`src/rtl/pdm_audio_sequencer.sv`:
```
// Sample FIFO plus IDLE/FILL/RUN/DRAIN sequencer that paces signed levels to a PDM modulator.
// Define PDM_SEQ_UNDERRUN_CNT_EN to add the saturating underrun_count_out event counter.
module pdm_audio_sequencer #(
    parameter int TICK_DIV   = 4,
    parameter int OSR        = 64,
    parameter int FIFO_DEPTH = 8
) (
    input  logic                          clk_in,
    input  logic                          rst_in,
    input  logic                          enable_in,
    input  logic signed [7:0]             sample_in,
    input  logic                          sample_valid_in,
    output logic                          sample_ready_out,
    output logic signed [7:0]             level_out,
    output logic                          tick_out,
    output logic                          running_out,
    output logic                          underrun_out,
`ifdef PDM_SEQ_UNDERRUN_CNT_EN
    output logic [15:0]                   underrun_count_out,
`endif
    output logic [$clog2(FIFO_DEPTH):0]   fifo_count_out
);

    localparam int AW = $clog2(FIFO_DEPTH);
    localparam int CW = AW + 1;
    localparam int TW = $clog2(TICK_DIV);
    localparam int SW = $clog2(OSR);

    localparam logic [TW-1:0] TICK_LAST = TW'(TICK_DIV - 1);
    localparam logic [SW-1:0] SMP_LAST  = SW'(OSR - 1);
    localparam logic [CW-1:0] FILL_MARK = CW'(FIFO_DEPTH / 2);
    localparam logic [CW-1:0] FULL_MARK = CW'(FIFO_DEPTH);

    typedef enum logic [1:0] {S_IDLE, S_FILL, S_RUN, S_DRAIN} state_t;

    state_t            state_q;
    state_t            state_d;

    logic signed [7:0] fifo_mem [FIFO_DEPTH];
    logic [AW-1:0]     wr_ptr;
    logic [AW-1:0]     rd_ptr;
    logic [CW-1:0]     fifo_cnt;
    logic              fifo_full;
    logic              fifo_empty;
    logic              push;
    logic              pop_req;
    logic              pop;

    logic [TW-1:0]     tick_cnt;
    logic [SW-1:0]     smp_cnt;
    logic              running;
    logic              tick;
    logic              smp_strobe;
    logic              cnt_adv;

    logic              level_zero;
    logic              underrun_d;
    logic signed [7:0] level_p1;
    logic              underrun_p1;

    assign fifo_full  = (fifo_cnt == FULL_MARK);
    assign fifo_empty = (fifo_cnt == '0);
    assign push       = sample_valid_in && !fifo_full;
    // No bypass: a pop only sees what was stored before this edge.
    assign pop        = pop_req && !fifo_empty;

    assign running    = (state_q == S_RUN) || (state_q == S_DRAIN);
    assign tick       = running && (tick_cnt == TICK_LAST);
    assign smp_strobe = tick && (smp_cnt == SMP_LAST);
    assign cnt_adv    = running && ((state_d == S_RUN) || (state_d == S_DRAIN));

    always_comb begin
        state_d    = state_q;
        pop_req    = 1'b0;
        level_zero = 1'b0;
        underrun_d = 1'b0;
        case (state_q)
            S_IDLE: begin
                if (enable_in) state_d = S_FILL;
            end
            S_FILL: begin
                if (!enable_in) begin
                    state_d = S_IDLE;
                end else if (fifo_cnt >= FILL_MARK) begin
                    state_d = S_RUN;
                    pop_req = 1'b1;
                end
            end
            S_RUN: begin
                if (smp_strobe && fifo_empty) begin
                    state_d    = S_FILL;
                    level_zero = 1'b1;
                    underrun_d = 1'b1;
                end else begin
                    pop_req = smp_strobe;
                    if (!enable_in) state_d = S_DRAIN;
                end
            end
            S_DRAIN: begin
                if (smp_strobe && fifo_empty) begin
                    state_d    = S_IDLE;
                    level_zero = 1'b1;
                end else begin
                    pop_req = smp_strobe;
                    if (enable_in) state_d = S_RUN;
                end
            end
            default: state_d = S_IDLE;
        endcase
    end

    // Stage p1: registered sequencer state, FIFO pointers, cadence counters and outputs
    always_ff @(posedge clk_in) begin
        if (rst_in) begin
            state_q     <= S_IDLE;
            wr_ptr      <= '0;
            rd_ptr      <= '0;
            fifo_cnt    <= '0;
            tick_cnt    <= '0;
            smp_cnt     <= '0;
            level_p1    <= '0;
            underrun_p1 <= 1'b0;
        end else begin
            state_q     <= state_d;
            underrun_p1 <= underrun_d;
            if (push) wr_ptr <= wr_ptr + AW'(1);
            if (pop)  rd_ptr <= rd_ptr + AW'(1);
            case ({push, pop})
                2'b10:   fifo_cnt <= fifo_cnt + CW'(1);
                2'b01:   fifo_cnt <= fifo_cnt - CW'(1);
                default: fifo_cnt <= fifo_cnt;
            endcase
            if (!cnt_adv) begin
                tick_cnt <= '0;
                smp_cnt  <= '0;
            end else if (tick) begin
                tick_cnt <= '0;
                smp_cnt  <= (smp_cnt == SMP_LAST) ? '0 : smp_cnt + SW'(1);
            end else begin
                tick_cnt <= tick_cnt + TW'(1);
            end
            if (level_zero || (state_d == S_IDLE)) begin
                level_p1 <= '0;
            end else if (pop) begin
                level_p1 <= fifo_mem[rd_ptr];
            end
        end
    end

    always_ff @(posedge clk_in) begin
        if (push) fifo_mem[wr_ptr] <= sample_in;
    end

`ifdef PDM_SEQ_UNDERRUN_CNT_EN
    logic [15:0] underrun_cnt;

    function automatic logic [15:0] sat_inc16(input logic [15:0] v);
        return (v == 16'hFFFF) ? v : v + 16'd1;
    endfunction

    always_ff @(posedge clk_in) begin
        if (rst_in) begin
            underrun_cnt <= '0;
        end else if (underrun_d) begin
            underrun_cnt <= sat_inc16(underrun_cnt);
        end
    end

    assign underrun_count_out = underrun_cnt;
`endif

    assign sample_ready_out = !fifo_full;
    assign level_out        = level_p1;
    assign tick_out         = tick;
    assign running_out      = running;
    assign underrun_out     = underrun_p1;
    assign fifo_count_out   = fifo_cnt;

endmodule

```
`config.mk`:
```
export PLATFORM = sky130hd
export DESIGN_NAME = pdm_audio_sequencer
export DESIGN_NICKNAME = d
export VERILOG_FILES = /design/src/rtl/pdm_audio_sequencer.sv
export SDC_FILE = /design/constraint.sdc
export NUM_CORES = 1
export LEC_CHECK = 0
export ABC_AREA = 1
export ABC_CLOCK_PERIOD_IN_PS = 4100
export CORE_ASPECT_RATIO = 1.5
export CORE_MARGIN = 5
export CORE_UTILIZATION = 35
export CTS_BUF_LIST = sky130_fd_sc_hd__clkbuf_4 sky130_fd_sc_hd__clkbuf_8
export DETAILED_ROUTE_END_ITERATION = 7
export SKIP_CTS_REPAIR_TIMING = 1
export SKIP_LAST_GASP = 1
export SLEW_MARGIN = 40
export SYNTH_ARGS = -nofsm -noshare
export SYNTH_HDL_FRONTEND = slang
export SYNTH_SLANG_ARGS = --single-unit
```
`constraint.sdc`:
```
create_clock -name clk_in -period 4.1 [get_ports clk_in]
set_input_delay 1.025 -clock clk_in [delete_from_list [all_inputs] [get_ports clk_in]]
set_output_delay 1.025 -clock clk_in [all_outputs]
set_load 0.05 [all_outputs]
```
==> results of run 1 <==
## flip-flops by register name (all words and copies together) (netlist names)
name / flops
fifo_count_out: 4
fifo_mem: 64
level_out: 8
rd_ptr: 3
smp_cnt: 6
state_q: 2
tick_cnt: 2
underrun_out: 1
wr_ptr: 3
## placed cells by master (no fill, tap or decap)
cell type,instances
a21o_1,1
a21oi_1,19
a22oi_1,1
buf_4,1
bufinv_16,4
clkbuf_8,9
clkdlybuf4s50_1,27
clkinv_2,2
clkinvlp_4,1
dfxtp_1,29
edfxtp_1,64
fa_1,1
ha_1,7
inv_1,89
inv_2,2
nand2_1,98
nand2_2,1
nand2_4,1
nand3_1,59
nand3_2,5
nand3b_1,1
nand4_1,1
nor2_1,24
nor2_4,2
nor3_1,3
nor3b_1,2
o2111ai_1,1
o211ai_1,1
o21a_1,1
o21ai_0,8
xnor2_1,1
xor2_1,2
## through the flow
| step | utilization [%] | std cells | setup WS [ns] | hold WS (ns) |
|---|---|---|---|---|
| finish | 41.3 | 618 | 1.14 | 0.439 |
| global route | 41.3 | 618 | 1.05 | 0.456 |
| CTS | 41.3 | 618 | 1.11 | 0.445 |
| detailed placement | 39.1 | 602 | 0.993 | 0.433 |
| global placement | 39.1 | 602 | 1.08 | 0.416 |
| floorplan | - | 437 | 1.45 | 0.408 |
## final timing paths
path | cells past startpoint | from | to
setup / recovery | 4 | tick_cnt[0] | tick_out
hold / removal | 1 | tick_cnt[0] | tick_cnt[0]
setup reg to reg | 11 | tick_cnt[0] | fifo_count_out[2]
hold reg to reg | 1 | tick_cnt[0] | tick_cnt[0]
## logic make-up (layout without fill, tap and decap cells)
group / Yosys count / after routing / share of synthesized area [%]
XOR/XNOR: 3 / 3 / 0.637
AO/OA/AOI/OAI: 32 / 32 / 4.22
AND/OR/NAND/NOR: 197 / 197 / 21.5
buffers and inverters: 104 / 135 / 10.3
adder cells (fa/ha/maj): 8 / 8 / 2.61
flip-flops: 93 / 93 / 60.7
## final cells by class
cell class | count | area [um^2]
fill | 1134 | 6770
timing repair buffer | 28 | 278
sequential | 93 | 2500
clock inverter | 7 | 138
clock buffer | 9 | 124
tap | 150 | 188
inverter | 91 | 342
multi-input combinational | 240 | 1190
## per-layer routing
layer  wire length (um)  part of all wire [%]  up-vias
li1                   -                     -     1446
met1               3790                    42     1339
met2               4510                    50       45
met3                254                   2.8       17
met4                424                   4.7        0
met5                  0                     0        -
## report_power, final
part           internal (mW)  switching (mW)
clock network          0.464           0.312
registers               1.02          0.0114
logic                 0.0411          0.0966
total                   1.53           0.420
## critical path: stages (launching register included)
cell and delay [ns]:
dfxtp_1 0.34, ha_1 0.21, nand2_2 0.12, inv_1 0.10, clkdlybuf4s50_1 0.80
==> results.yml, run 1 <==
sta:
  fmax_ghz: 0.338
  slew_viol_final: 0
  worstMarginPinSlew_ns: 0.747
  slew_headroom_pct: 50.0
  hold_violations: 0
  fin_skew_ns: 0.00882
  fin_tns_setup_ns: 0
  setup_viol: 0
  fin_crit_ns: 2.96
  period_share_pct: 72.1
  grt_setup_unrepaired: "no"
worst_setup_path:
  crit_type: "reg -> out"
  cp_max_fo: 6
  startpoint_type: "register"
  worst_ep_required_time_ns: 3.07
  critPathCaptureType: "primary output"
  r2r_slack_ns: 1.77
  crit_arrival_ns: 1.93
place:
  numPortBuffers: 27
  dp_hpwl_um: 6440
  postPlaceCellArea_um2: 4500
  gp_congestion: 0.883
route:
  vias: 2847
  drt-total-wl_um: 8980
  drcViolationCount: 0
  drtAntennaViolNets: 0
  wl_per_cell_um: 14.5
  drt-initial-drc-count: 234
  via_per_inst: 4.61
  firstDrtPassIters: 4
grt:
  grt_first_pass_wirelength_um: 14800
  grtUsageTotal_pct: 13.6
  grt_busiest_layer: "met2"
  grt_pass1_vias: 2853
  grt_max_degree: 36
  globalRouteMet3Util_pct: 2.79
  use_met1_pct: 15.5
  antenna_found_initial: 0
  grt-ovfl-total: 0
  grt_util_met2_pct: 23.6
final_layout:
  final_area_um2: 4770
  layout-drive-gt1-share_pct: 5.98
  nets: 483
  n_antenna_cell: 0
  syn_to_final_growth_pct: 15.6
synthesis:
  synthTopCellsByCount: "nand2_1 (98), inv_1 (90), edfxtp_1 (64)"
  ys_seq_area_share_pct: 60.7
  ys.flop_type: "edfxtp_1"
  synth.area.top_cells: "edfxtp_1 (47%), dfxtp_1 (14%), nand2_1 (8.9%)"
  syn_inst: 437
  syn_avg_cell_area_um2: 9.44
  yosys_warnings: 0
  synthArstFlopShare_pct: 0
  synth_area_um2: 4120
  yosysTopAreaCell: "edfxtp_1"
  synth.most_common_cell: "nand2_1"
  syn-num-nets: 457
  synth.distinct_cells: 32
  synth_edf_count: 64
  synth_top_area_share_pct: 46.6
  synth_seq_cells: 93
min_path:
  hold_class: "reg -> reg"
clock_tree:
  cts_tree: "yes"
  clk_pin_slew_ns: 0.08
  htreeDepth: 3
  clock-sinks: 93
  cts-root-buf: "clkbuf_8"
  clock_path_buffers: 2
  cts-buffers-inserted: 9
  worstSkewPairLatency_ns: 0.36
run_status:
  status: "finished, final reports clean"
run:
  maxCapViolations: 0
floorplan:
  initial_core_util_pct: 35.8
  coreArea_um2: 11500
  rows: 48
  die_h_um: 143
  io_pins: 28
  die-area_um2: 14100
  die_w_um: 98.6
power:
  ir_drop_v: 0.000209
  leakage_nw: 1.98
  power_mw: 1.95
  p_per_area_nw_per_um2: 409
Power figures use the tool's default switching activity.
==> run 2, diff against run 1 <==
--- a/config.mk
+++ b/config.mk
@@ -6,7 +6,7 @@
 export NUM_CORES = 1
 export LEC_CHECK = 0
 export ABC_AREA = 1
-export ABC_CLOCK_PERIOD_IN_PS = 4100
+export ABC_CLOCK_PERIOD_IN_PS = 2490
 export CORE_ASPECT_RATIO = 1.5
 export CORE_MARGIN = 5
 export CORE_UTILIZATION = 35
==> constraint.sdc (replaced) <==
create_clock -name clk_in -period 2.49 [get_ports clk_in]
set_input_delay 0.6225 -clock clk_in [delete_from_list [all_inputs] [get_ports clk_in]]
set_output_delay 0.6225 -clock clk_in [all_outputs]
set_load 0.05 [all_outputs]
==> results.yml, run 2 (same netlist as run 1, synthesis figures left out) <==
route:
  drcViolationCount: 0
  firstDrtPassIters: 5
  drtAntennaViolNets: 0
  drt-total-wl_um: 8550
  via_per_inst: 4.52
  drt-initial-drc-count: 164
  vias: 2882
  wl_per_cell_um: 13.4
clock_tree:
  clock_path_buffers: 2
  cts_tree: "yes"
  clock-sinks: 93
  clk_pin_slew_ns: 0.09
  worstSkewPairLatency_ns: 0.35
  cts-buffers-inserted: 9
  cts-root-buf: "clkbuf_8"
  htreeDepth: 3
run:
  maxCapViolations: 0
grt:
  use_met1_pct: 14.2
  antenna_found_initial: 0
  grt_busiest_layer: "met2"
  grt_first_pass_wirelength_um: 14200
  grtUsageTotal_pct: 13.0
  grt-ovfl-total: 0
  grt_util_met2_pct: 23.2
  globalRouteMet3Util_pct: 2.69
  grt_pass1_vias: 2845
  grt_max_degree: 35
place:
  preCtsSetupSlack_ns: -0.00458
  postPlaceCellArea_um2: 4650
  dp_hpwl_um: 6000
  gp_congestion: 0.795
  numPortBuffers: 27
  place_inst: 621
worst_setup_path:
  worst_ep_required_time_ns: 1.87
  crit_family: "buffers and inverters"
  startpoint: "state_q[1]"
  r2r-end: "fifo_count_out[3]"
  crit_end: "running_out"
  crit_type: "reg -> out"
  cp_max_fo: 4
  reg2reg_depth: 13
  critPathCaptureType: "primary output"
  cp_num_cells: 1
  slowest_delay_ns: 0.84
  r2r_slack_ns: 0.34
  crit-reg2reg-launch: "tick_cnt[0]"
  startpoint_type: "register"
  crit_buf_inv: 1
  crit_arrival_ns: 1.63
  cp_cell_sequence: "clkdlybuf4s50_1"
  slowest_stage: "clkdlybuf4s50_1"
floorplan:
  initial_core_util_pct: 35.8
  die-area_um2: 14100
  coreArea_um2: 11500
  die_h_um: 143
  die_w_um: 98.6
  rows: 48
  io_pins: 28
sta:
  hold_violations: 0
  fin_skew_ns: 0.0101
  holdWs_ns: 0.440
  slew_headroom_pct: 52.4
  slew_viol_final: 0
  period_share_pct: 90.3
  fin_crit_ns: 2.25
  grt_setup_unrepaired: "no"
  setup_slack_ns: 0.241
  worstMarginPinSlew_ns: 0.711
  fin_tns_setup_ns: 0
  fmax_ghz: 0.445
  setup_viol: 0
final_layout:
  nets: 502
  multi_input_area_um2: 1200
  regMostFlops: "fifo_mem"
  mostFrequentLayoutCells: "nand2_1 (98), inv_1 (90), edfxtp_1 (64)"
  layout-drive-gt1-share_pct: 9.86
  final_common_cell: "nand2_1"
  n_antenna_cell: 0
  final_cells: 637
  num-fill-cells: 1131
  regArea_um2: 2500
  final_area_um2: 4870
  syn_to_final_growth_pct: 18.0
  fin_util_pct: 42.2
  largest_reg_flops: 64
power:
  ir_drop_v: 0.000323
  p_per_area_nw_per_um2: 612
  power_mw: 2.98
  leakage_nw: 2.06
run_status:
  status: "finished, final reports clean"
min_path:
  hold_class: "reg -> reg"
  hp-start: "tick_cnt[0]"
run 2: changes by cell type in the layout (fill, tap and decap cells not counted):
| cell | delta |
|---|---|
| clkinvlp_4 | -1 |
| inv_1 | +1 |
| clkbuf_8 | +3 |
| bufinv_16 | -3 |
| inv_4 | +1 |
| nand3_2 | +1 |
| clkbuf_4 | +1 |
| clkdlybuf4s50_1 | -2 |
| clkinv_2 | -1 |
| dlymetal6s2s_1 | +1 |
| buf_4 | +20 |
| nand3_1 | -1 |
| inv_2 | -1 |
run 2: where the power goes:
part           total (mW)  switching [mW]  internal [mW]  leakage [nW]
logic               0.226           0.147         0.0786          1.13
registers            1.70          0.0164           1.69         0.816
clock network        1.05           0.490          0.557         0.113
total                2.98           0.654           2.32          2.06
run 2: how the worst min path moves through the flow:
stage	to	slack, ns	cells after the start
2_1_floorplan	tick_cnt[0]	0.41	1
3_3_place_gp	tick_cnt[0]	0.42	1
3_5_place_dp	tick_cnt[0]	0.42	1
4_1_cts	tick_cnt[0]	0.44	1
5_1_grt	tick_cnt[0]	0.46	1
6_report	tick_cnt[0]	0.44	1
run 2: metal layers:
| layer | up-vias | wire, um |
|---|---|---|
| met3 | 17 | 257 |
| met2 | 45 | 4510 |
| li1 | 1483 | - |
| met1 | 1337 | 3390 |
| met4 | 0 | 393 |
| met5 | - | 0 |
run 2: layout make-up:
cell class                 instances  share of cell area, %
clock buffer                      13                   3.55
clock inverter                     3                  0.849
inverter                          91                   7.02
multi-input combinational        240                   24.7
sequential                        93                   51.4
tap                              150                   3.86
timing repair buffer              47                   8.64
==> run 3, diff against run 2 <==
--- a/config.mk
+++ b/config.mk
@@ -9,11 +9,11 @@
 export ABC_CLOCK_PERIOD_IN_PS = 2490
 export CORE_ASPECT_RATIO = 1.5
 export CORE_MARGIN = 5
-export CORE_UTILIZATION = 35
+export CORE_UTILIZATION = 50
 export CTS_BUF_LIST = sky130_fd_sc_hd__clkbuf_4 sky130_fd_sc_hd__clkbuf_8
 export DETAILED_ROUTE_END_ITERATION = 7
+export PLACE_DENSITY = 0.72
 export SKIP_CTS_REPAIR_TIMING = 1
-export SKIP_LAST_GASP = 1
 export SLEW_MARGIN = 40
 export SYNTH_ARGS = -nofsm -noshare
 export SYNTH_HDL_FRONTEND = slang
==> results.yml, run 3 (same netlist as run 1, synthesis figures left out) <==
grt:
  grt_first_pass_wirelength_um: 13700
  grt-ovfl-total: 0
  grt_pass1_vias: 2945
  grtUsageTotal_pct: 17.8
  grt_max_degree: 34
  antenna_found_initial: 0
place:
  dp_hpwl_um: 5930
  gp_congestion: 0.818
  postPlaceCellArea_um2: 4570
  numPortBuffers: 27
worst_setup_path:
  worst_ep_required_time_ns: 1.87
  cp_cell_sequence: "clkdlybuf4s50_1"
  crit-reg2reg-launch: "tick_cnt[0]"
  slowest_delay_ns: 0.84
  r2r_slack_ns: 0.34
  slowest_stage: "clkdlybuf4s50_1"
  crit_arrival_ns: 1.63
  cp_max_fo: 5
  critPathCaptureType: "primary output"
  startpoint_type: "register"
  crit_type: "reg -> out"
  crit_family: "buffers and inverters"
  crit_buf_inv: 1
  startpoint: "fifo_count_out[3]"
clock_tree:
  cts-buffers-inserted: 9
  cts_tree: "yes"
  clock-sinks: 93
  cts-root-buf: "clkbuf_8"
  clock_path_buffers: 2
  worstSkewPairLatency_ns: 0.37
  clk_pin_slew_ns: 0.08
  htreeDepth: 3
route:
  vias: 2953
  drcViolationCount: 0
  drt-total-wl_um: 8650
  firstDrtPassIters: 4
  drt-initial-drc-count: 222
  via_per_inst: 5.02
  drtAntennaViolNets: 0
  wl_per_cell_um: 14.7
final_layout:
  layout-drive-gt1-share_pct: 8.70
  n_antenna_cell: 0
  syn_to_final_growth_pct: 15.9
  final_common_cell: "nand2_1"
  regMostFlops: "fifo_mem"
  fin_util_pct: 59.3
  num-fill-cells: 690
  mostFrequentLayoutCells: "nand2_1 (98), inv_1 (90), edfxtp_1 (64)"
  nets: 499
  largest_reg_flops: 64
  final_area_um2: 4780
sta:
  hold_violations: 0
  slew_viol_final: 0
  holdWs_ns: 0.434
  fin_tns_setup_ns: 0
  worstMarginPinSlew_ns: 0.665
  fin_skew_ns: 0.00958
  slew_headroom_pct: 55.5
  grt_setup_unrepaired: "no"
  fmax_ghz: 0.445
  period_share_pct: 90.3
  fin_crit_ns: 2.25
  setup_viol: 0
power:
  power.internal_mw: 2.33
  leakage_nw: 2.04
  pwr-share-clk_pct: 35.5
  p_per_area_nw_per_um2: 625
  p_switching_mw: 0.659
  pwr-share-comb_pct: 7.5
  ir_drop_v: 0.000430
  sw_frac_of_total_pct: 22.0
  seq_power_share_pct: 57.0
floorplan:
  initial_core_util_pct: 51.2
  die-area_um2: 10200
  io_pins: 28
  coreArea_um2: 8060
  die_h_um: 121
  die_w_um: 84.2
  rows: 40
run:
  maxCapViolations: 0
min_path:
  hold_class: "reg -> reg"
  hp-start: "tick_cnt[0]"
run_status:
  status: "finished, final reports clean"
run 3: cell types whose count changed in the layout (fill, tap and decap cells not counted):
cell       previous run  this run
clkbuf_8             12         9
buf_4                21        18
clkinv_4              0         1
clkinv_2              1         0
clkinv_1              0         2
inv_4                 1         0
bufinv_16             1         2
run 3: final cells by class:
type | count | area (um^2) | area share (%)
Sequential cell | 93 | 2500 | 52.3
Multi-Input combinational cell | 240 | 1200 | 25.1
Timing Repair Buffer | 44 | 398 | 8.32
Inverter | 91 | 342 | 7.14
Clock buffer | 10 | 131 | 2.75
Tap cell | 105 | 131 | 2.75
Clock inverter | 5 | 76.3 | 1.60
run 3: power by group through the flow:
stage / logic, mW / clock network [mW] / registers [mW]
after global routing: 0.250 / 1.14 / 1.71
after floorplan: 0.115 / 0 / 1.76
after detailed placement: 0.225 / 0 / 1.74
final: 0.223 / 1.06 / 1.71
after global placement: 0.217 / 0 / 1.74
after CTS: 0.226 / 1.09 / 1.71
run 3: through the flow:
stage / cells / total power [mW] / worst slack (ns)
after floorplan: 437 / 1.87 / 0.0556
after global placement: 573 / 1.96 / 0.119
after detailed placement: 573 / 1.97 / 0.0333
after CTS: 588 / 3.02 / 0.0581
after global routing: 588 / 3.10 / 0.167
final: 588 / 2.99 / 0.241
run 3: layer usage:
metal	up-vias	part of all wire, %	GRT usage (%)
li1	1481	-	-
met1	1388	36	17.7
met2	69	55	32.7
met3	15	5.6	4.48
met4	0	3.7	11.0
met5	-	0	0
run 3: path summary, 6_finish.rpt:
path / end / depth (start not counted)
min: tick_cnt[0] / 1
min reg2reg: tick_cnt[0] / 1
max: fifo_count_out[3] / 1
max reg2reg: fifo_count_out[2] / 11
